### src/rtl/mp_add_seq.sv
// Multi-precision add sequencer: one 16-bit Brent-Kung adder walks WORDS slices, LSB slice first.
// Optional subtract mode is built when MP_ADD_SUB_EN is defined (adds the op port).

module bk_16_cla_4 (
  input  logic [15:0] x1,
  input  logic [15:0] x2,
  input  logic        cin,
  output logic [15:0] s,
  output logic        cout
);

  logic [15:0] p0;
  logic [15:0] g;
  logic [15:0] p;

  // Prefix tree is evaluated in place: g[i] ends up as the carry out of bit i,
  // with cin folded into bit 0 so every prefix already includes it.
  always_comb begin
    p0   = x1 ^ x2;
    g    = x1 & x2;
    p    = p0;
    g[0] = g[0] | (p[0] & cin);
    // Up-sweep: spans 2, 4, 8, 16 at the odd-aligned tree nodes.
    for (int l = 0; l < 4; l++) begin
      for (int i = 0; i < 16; i++) begin
        if (((i + 1) % (2 << l)) == 0) begin
          g[i] = g[i] | (p[i] & g[i - (1 << l)]);
          p[i] = p[i] & p[i - (1 << l)];
        end
      end
    end
    // Down-sweep fills in the remaining prefixes.
    for (int l = 2; l >= 0; l--) begin
      for (int i = 0; i < 16; i++) begin
        if ((((i + 1) % (2 << l)) == (1 << l)) && (i >= (2 << l))) begin
          g[i] = g[i] | (p[i] & g[i - (1 << l)]);
        end
      end
    end
    s    = p0 ^ {g[14:0], cin};
    cout = g[15];
  end

endmodule

// valid/ready: a transfer occurs on a rising clk edge where valid and ready are both
// high; in_ready and out_valid come from registered state only.
module mp_add_seq #(
  parameter int WIDTH = 16,
  parameter int WORDS = 4
) (
  input  logic                   clk,
  input  logic                   rst,
  input  logic                   in_valid,
  output logic                   in_ready,
  input  logic [WIDTH*WORDS-1:0] a,
  input  logic [WIDTH*WORDS-1:0] b,
  input  logic                   cin,
`ifdef MP_ADD_SUB_EN
  input  logic                   op,
`endif
  output logic                   out_valid,
  input  logic                   out_ready,
  output logic [WIDTH*WORDS-1:0] sum,
  output logic                   cout,
  output logic [1:0]             state_dbg
);

  localparam int IDXW = (WORDS > 1) ? $clog2(WORDS) : 1;
  localparam logic [IDXW-1:0] LAST = IDXW'(WORDS - 1);

  typedef enum logic [1:0] {
    IDLE = 2'd0,
    RUN  = 2'd1,
    DONE = 2'd2
  } state_t;

  state_t                 state;
  state_t                 state_d;
  logic [WIDTH*WORDS-1:0] a_q;
  logic [WIDTH*WORDS-1:0] b_q;
  logic                   carry_q;
  logic [IDXW-1:0]        idx_q;
  logic [15:0]            x1;
  logic [15:0]            x2;
  logic [15:0]            s_slice;
  logic                   c_slice;

  assign x1 = a_q[idx_q*WIDTH +: WIDTH];

`ifdef MP_ADD_SUB_EN
  logic op_q;
  assign x2 = op_q ? ~b_q[idx_q*WIDTH +: WIDTH] : b_q[idx_q*WIDTH +: WIDTH];
`else
  assign x2 = b_q[idx_q*WIDTH +: WIDTH];
`endif

  bk_16_cla_4 u_add (
    .x1   (x1),
    .x2   (x2),
    .cin  (carry_q),
    .s    (s_slice),
    .cout (c_slice)
  );

  always_ff @(posedge clk or posedge rst) begin
    if (rst) state <= IDLE;
    else     state <= state_d;
  end

  always_comb begin
    state_d = state;
    case (state)
      IDLE:    if (in_valid) state_d = RUN;
      RUN:     if (idx_q == LAST) state_d = DONE;
      DONE:    if (out_ready) state_d = IDLE;
      default: state_d = IDLE;
    endcase
  end

  always_ff @(posedge clk or posedge rst) begin
    if (rst) begin
      a_q     <= '0;
      b_q     <= '0;
      carry_q <= 1'b0;
      idx_q   <= '0;
      sum     <= '0;
      cout    <= 1'b0;
`ifdef MP_ADD_SUB_EN
      op_q    <= 1'b0;
`endif
    end else begin
      case (state)
        IDLE: begin
          if (in_valid) begin
            a_q   <= a;
            b_q   <= b;
            idx_q <= '0;
            sum   <= '0;
            cout  <= 1'b0;
`ifdef MP_ADD_SUB_EN
            op_q    <= op;
            // Two's-complement subtract: invert B and seed a carry of one.
            carry_q <= op ? 1'b1 : cin;
`else
            carry_q <= cin;
`endif
          end
        end
        RUN: begin
          sum[idx_q*WIDTH +: WIDTH] <= s_slice;
          carry_q                   <= c_slice;
          if (idx_q == LAST) cout  <= c_slice;
          else               idx_q <= idx_q + 1'b1;
        end
        default: ;
      endcase
    end
  end

  assign in_ready  = (state == IDLE);
  assign out_valid = (state == DONE);
  assign state_dbg = state;

endmodule

### config.mk
export PLATFORM = sky130hd
export DESIGN_NAME = mp_add_seq
export DESIGN_NICKNAME = d
export VERILOG_FILES = /design/src/rtl/mp_add_seq.sv
export SDC_FILE = /design/constraint.sdc
export NUM_CORES = 1
export LEC_CHECK = 0
export ABC_CLOCK_PERIOD_IN_PS = 9040
export BUFFER_PORTS_ARGS = -buffer_cell sky130_fd_sc_hd__buf_2
export CAP_MARGIN = 20
export CELL_PAD_IN_SITES_DETAIL_PLACEMENT = 1
export CELL_PAD_IN_SITES_GLOBAL_PLACEMENT = 1
export CORE_MARGIN = 3
export CORE_UTILIZATION = 38
export CTS_CLUSTER_DIAMETER = 60
export CTS_CLUSTER_SIZE = 24
export DETAILED_ROUTE_END_ITERATION = 10
export PLACE_DENSITY = 0.82
export REMOVE_ABC_BUFFERS = 1
export SETUP_SLACK_MARGIN = 0.02
export SLEW_MARGIN = 20
export SYNTH_ARGS = -nofsm -noshare
export SYNTH_HDL_FRONTEND = slang
export SYNTH_SLANG_ARGS = --single-unit
### constraint.sdc
create_clock -name clk -period 9.04 [get_ports clk]
set_input_delay 1.808 -clock clk [delete_from_list [all_inputs] [get_ports clk]]
set_output_delay 1.808 -clock clk [all_outputs]
set_load 0.1 [all_outputs]
# After elaboration in Yosys (flattened, before gate mapping)
# Cells that the tools add are included.
[op_classes]
addsub = 2
multipliers = 0
n_div = 0
n_lt_le_gt_ge = 0
eq_ne = 7
shifts = 4
n_mux = 15
bitwise = 68
n_reduce_logical = 7
[ops]
columns = ["op", "n"]
rows = [
  ["$pmux 64 s2", 1],
  ["$shiftx 64x7->16", 2],
  ["$bwmux 64", 1],
  ["$mux 64", 1],
  ["$shift 16x34->64 const A", 1],
  ["$shiftx 16x34->64", 1],
  ["$and 1x1->1", 38],
  ["$neg 6->34", 1],
  ["$xor 16x16->16", 2],
  ["$or 1x1->1", 27],
  ["$and 16x16->16", 1],
  ["$mux 2", 5],
  ["$reduce_and 3->1", 3],
  ["$ne 2x2->1 const B", 3],
  ["$pmux 2 s3", 1],
  ["$eq 2x2->1 const B", 2],
  ["$pmux 1 s2", 2],
  ["$pmux 2 s2", 1],
  ["$reduce_and 2->1", 2],
  ["$mux 1", 3],
  ["$add 2x1->2 const B", 1],
  ["$eq 2x1->1 const B", 1],
  ["$logic_not 2->1", 1],
  ["$ne 2x1->1 const B", 1],
  ["$reduce_bool 2->1", 1],
]
[word_totals]
ff_bits = 198
latchBits = 0
ramBits = 0
rom_bits = 0
input_bits = 133
output_inout_bits = 69
elab_cells = 110
memories = 0

# Logic depth before layout (Yosys ltp)
[logic_depth]
ltp_word = 20
mapped_depth = 14
depth_no_buf = 12

# Cells and area by module
# Synthesis repeated with hierarchy kept, for this count alone.
[hier_totals]
hier_cells = 576
hier_area_um2 = 9459.1
[modules_own_cells]
columns = ["module", "instances", "cells_each", "area_per_inst_um2", "seq_area_each_um2"]
rows = [
  ["mp_add_seq", 1, 506, 8813.5, 4954.8],
  ["bk_16_cla_4", 1, 70, 645.6, 0.0],
]

# Least setup slack after synthesis
# No wires, ideal clock.
[synth_path]
path_type = "reg2out"
start = "register state[1] (netlist: state_dbg[1])"
end = "output port in_ready"
arrival_time_ps = 2211
t_required_ps = 7232
slack_ps = 5021
stages_incl_launch_ff = 2
n_path_buf = 0
path_cell_list = "dfrtp_1 > nor2_1"
[synth_between]
elab_chain_len = 1
[synth_rtl]
columns = ["element", "line", "text"]
rows = [
  ["start: declaration", "78", "state_t state;"],
  ["start signal: assignment", "108", "else state <= state_d;"],
  ["$logic_not 2->1", "161", "assign in_ready = (state == IDLE);"],
  ["end: declaration", "55", "output logic in_ready,"],
]
# No other way between the ends.

# Worst setup path after layout
[layout_path]
start = "register idx_q[0]"
end = "register sum[31]"
[layout_between]
elab_chain_len = 20
elab_cells_between_ends = 64
cone_classes = "1 x add/sub; 4 x shift; 2 x mux; 57 x bitwise"
[layout_rtl]
columns = ["element", "line", "text"]
rows = [
  ["start: declaration", "83", "logic [IDXW-1:0] idx_q;"],
  ["start signal: assignment", "154", "else idx_q <= idx_q + 1'b1;"],
  ["$shiftx 64x7->16, on equally long branches", "89, 95", ""],
  ["$xor 16x16->16", "19", "p0 = x1 ^ x2;"],
  ["$and 1x1->1", "22", "g[0] = g[0] | (p[0] & cin);"],
  ["$or 1x1->1", "22", ""],
  ["$and 1x1->1", "27", "g[i] = g[i] | (p[i] & g[i - (1 << l)]);"],
  ["$or 1x1->1", "27", ""],
  ["$and 1x1->1", "27", ""],
  ["$or 1x1->1", "27", ""],
  ["[4 not listed]", "--", ""],
  ["$and 1x1->1", "36", "g[i] = g[i] | (p[i] & g[i - (1 << l)]);"],
  ["$or 1x1->1", "36", ""],
  ["$and 1x1->1", "36", ""],
  ["$or 1x1->1", "36", ""],
  ["$xor 16x16->16", "40", "s = p0 ^ {g[14:0], cin};"],
  ["$shiftx 16x34->64", "151", "sum[idx_q*WIDTH +: WIDTH] <= s_slice;"],
  ["$bwmux 64 (*)", "151", ""],
  ["$pmux 64 s2 (*)", "133", "case (state)"],
  ["end signal: indexed assignment", "151", ""],
  ["end: declaration", "64", "output logic [WIDTH*WORDS-1:0] sum,"],
]
# Mark *: on every way between the ends. The rest lies on a longest branch, timed or not.
# A chain may end at the register's enable or synchronous reset.

==> results.py <==
metrics = {
    "run_status": {
        "outcome": "completed",
    },
    "global_route": {
        "antenna_found_initial": 2,
        "grt_pass1_vias": 7290,
        "track_usage_pct": 20.21,
        "grt_max_degree": 145,
        "grt_pass1_wl_mm": 39.04,
        "overflow": 0,
    },
    "timing": {
        "worst_pin_slew_ps": 1010,
        "period_minus_slack_ps": 4420,
        "post-route-period-util_pct": 48.89,
        "clock_skew_ps": 15.00,
        "hold_viol": 0,
        "tns_ps": 0,
        "whs_ps": 475.4,
        "drv_slew": 0,
        "setup_viol": 0,
        "rsz0062_at_grt": "false",
        "max_freq_ghz": 0.2263,
        "final.setup.worst_slack_ps": 4620,
        "slew_headroom_pct": 32.66,
    },
    "critical_path": {
        "r2r_end": "sum[31]",
        "path_common_cell": "fa_1",
        "rr_worst_depth": 13,
        "arrival_ps": 4700,
        "path_cells": "buf_4 > mux4_2 > fa_1 > inv_1 > fa_1 > nand2b_1 > a21o_1 > a21o_1 > and2_1 > o21ai_0 > fa_1 > xnor2_1 > o21ai_0",
        "endpoint_kind": "flip-flop",
        "crit_fanout": 24,
        "slowest_delay_ps": 670,
        "critPathKind": "flip-flop to flip-flop",
        "r2r-start": "idx_q[0]",
        "worstPathRequired_ps": 9320,
        "start_kind": "flip-flop",
        "cpMaxStageDelayCell": "dfrtp_2",
        "r2r_slack_ps": 4620,
    },
    "clocking": {
        "clk_latency_ps": 430,
        "cts_setup_buffers": 0,
        "postCtsHoldBufs": 0,
        "cts_buffers": 17,
        "cts_sinks": 198,
        "clk_pin_slew_worst_paths_ps": 70,
        "cts_resized": 0,
        "cts-htree-levels": 4,
        "clockBufferDepth": 2,
        "cts-root-buf": "clkbuf_16",
        "cts_tree": "yes",
    },
    "synthesis": {
        "syn_inst": 887,
        "ys.flop_type": "dfrtp_1",
        "synth_top_cell_by_area": "dfrtp_1",
        "ys_async_sr_fraction_pct": 100.0,
        "syn_avg_cell_area_um2": 9.936,
        "ys_top_cells_by_count": "439 x nand2_1, 198 x dfrtp_1, 42 x o21ai_0",
        "synth_area_leaders": "dfrtp_1 56%, nand2_1 19%, mux4_2 8.2%",
        "yosysSeqAreaShare_pct": 56.22,
        "yosys_warnings": 0,
        "ys_ff_latch": 198,
        "synth_area_um2": 8813,
        "synth_most_common_cell": "nand2_1",
        "synth_cell_type_count": 36,
        "yosys.area.top_type_share_pct": 56.22,
        "synth_edf_count": 0,
    },
    "worst_hold_path": {
        "hold_path_class": "flip-flop to flip-flop",
        "holdPathEnd": "b_q[44]",
        "hold_depth": 2,
        "min_from": "b_q[44]",
    },
    "placed_design": {
        "port_buffers": 201,
        "globalplace.congestion": 0.7917,
        "place_ws_ps": 4658,
        "hpwl_mm": 18.07,
    },
    "routing": {
        "drt_iter0_drc": 306,
        "wl_mm": 25.19,
        "drc": 0,
        "vias": 6958,
        "post_drt_wl_per_cell_um": 18.45,
        "dr.pass1.iters": 4,
        "ant_nets": 0,
        "via_per_inst": 5.097,
    },
    "die": {
        "start_util_pct": 38.81,
        "io_pins": 202,
        "rows": 55,
        "die-width_um": 158.3,
        "die_y_um": 158.3,
        "core_um2": 22710,
        "die-area_um2": 25060,
    },
    "flow_run": {
        "max_cap_viol_count": 0,
    },
    "layout": {
        "fin_util_pct": 46.98,
        "fillers": 2637,
        "layout-area-overhead-vs-synth_pct": 21.04,
        "fin_nets": 1225,
        "final_layout_size_suffix_gt1_share_pct": 25.70,
    },
}
## cell type report
type,instances,area (um2),area share [%]
flip-flops and latches,198,4957,46.47
multi-input cells,628,3607,33.81
repair buffers,206,1064,9.970
clock buffers,22,474.2,4.445
well taps,285,356.6,3.343
clock inverters,10,143.9,1.349
inverters,14,60.06,0.5630
diodes,2,5.005,0.04692
## how the worst max path moves through the flow
| stage | endpoint | from | slack, ps |
|---|---|---|---|
| final | sum[31] | idx_q[0] | 4620 |
| after global routing | sum[63] | idx_q[0] | 4280 |
| after CTS | sum[15] | idx_q[0] | 4590 |
| after detailed placement | sum[15] | idx_q[0] | 4660 |
| after global placement | sum[31] | idx_q[0] | 4910 |
| after floorplan | a_q[0] | rst | 1830 |
## state kept, by name, indices dropped and copies added, names as in the netlist
name	flops
sum	64
carry_q	1
b_q	64
a_q	64
idx_q	2
cout	1
state_dbg	2
## per-layer routing
metal	GRT usage (%)	share of wire, %	vias up
met5	0	0	-
met4	6.268	1.8	0
met3	3.343	4.7	25
met2	34.58	51	179
met1	26.52	43	3505
li1	-	-	3249
## placed cells by master (no fill, tap or decap), types with 3 or more instances in the layout
cell       count
nor2_1         4
inv_1         13
clkbuf_8       3
fa_1           9
dfrtp_1      196
nand2_1      439
bufinv_16      3
nand2b_1       6
nand4_1        3
o21ai_1       12
a21o_1         4
o21ai_0       42
a21oi_1        8
ha_1          18
buf_2        201
clkbuf_16     17
buf_4          4
xor2_1         3
a22o_1        20
a21oi_2        3
and4_1         3
xnor2_1        4
mux4_2        32
clkinv_4       3
## critical path: cells and delay by family, from the launching register on
family | cells | cell delay, ps
buf+inv | 2 | 630
compound gates | 4 | 680
mux | 1 | 590
fa+ha+maj | 3 | 1040
simple gates | 2 | 380
flops | 1 | 670
xor+xnor | 1 | 290
## cells by family (layout without fill, tap and decap cells)
family	count (synthesis)	after routing	synth area share (%)
DFF	198	198	56.22
other	0	2	0
xor gates and xnor gates	7	7	0.6956
AOI/OAI and AO/OA	95	95	6.687
buffers and inverters	61	252	2.939
adders and majority gates	27	27	4.600
and+or+nand+nor	467	467	20.68
muxes	32	32	8.177
## metrics by stage
stage               instances  cell area [um2]
finish                   1365            10670
floorplan                 840             8607
CTS                      1362            10640
global route             1365            10670
detailed placement       1330            10020
global placement         1330            10020
Power is left out: the tool's default activity adds up to more than one toggle a clock period on the data nets, which glitch-free logic cannot reach.
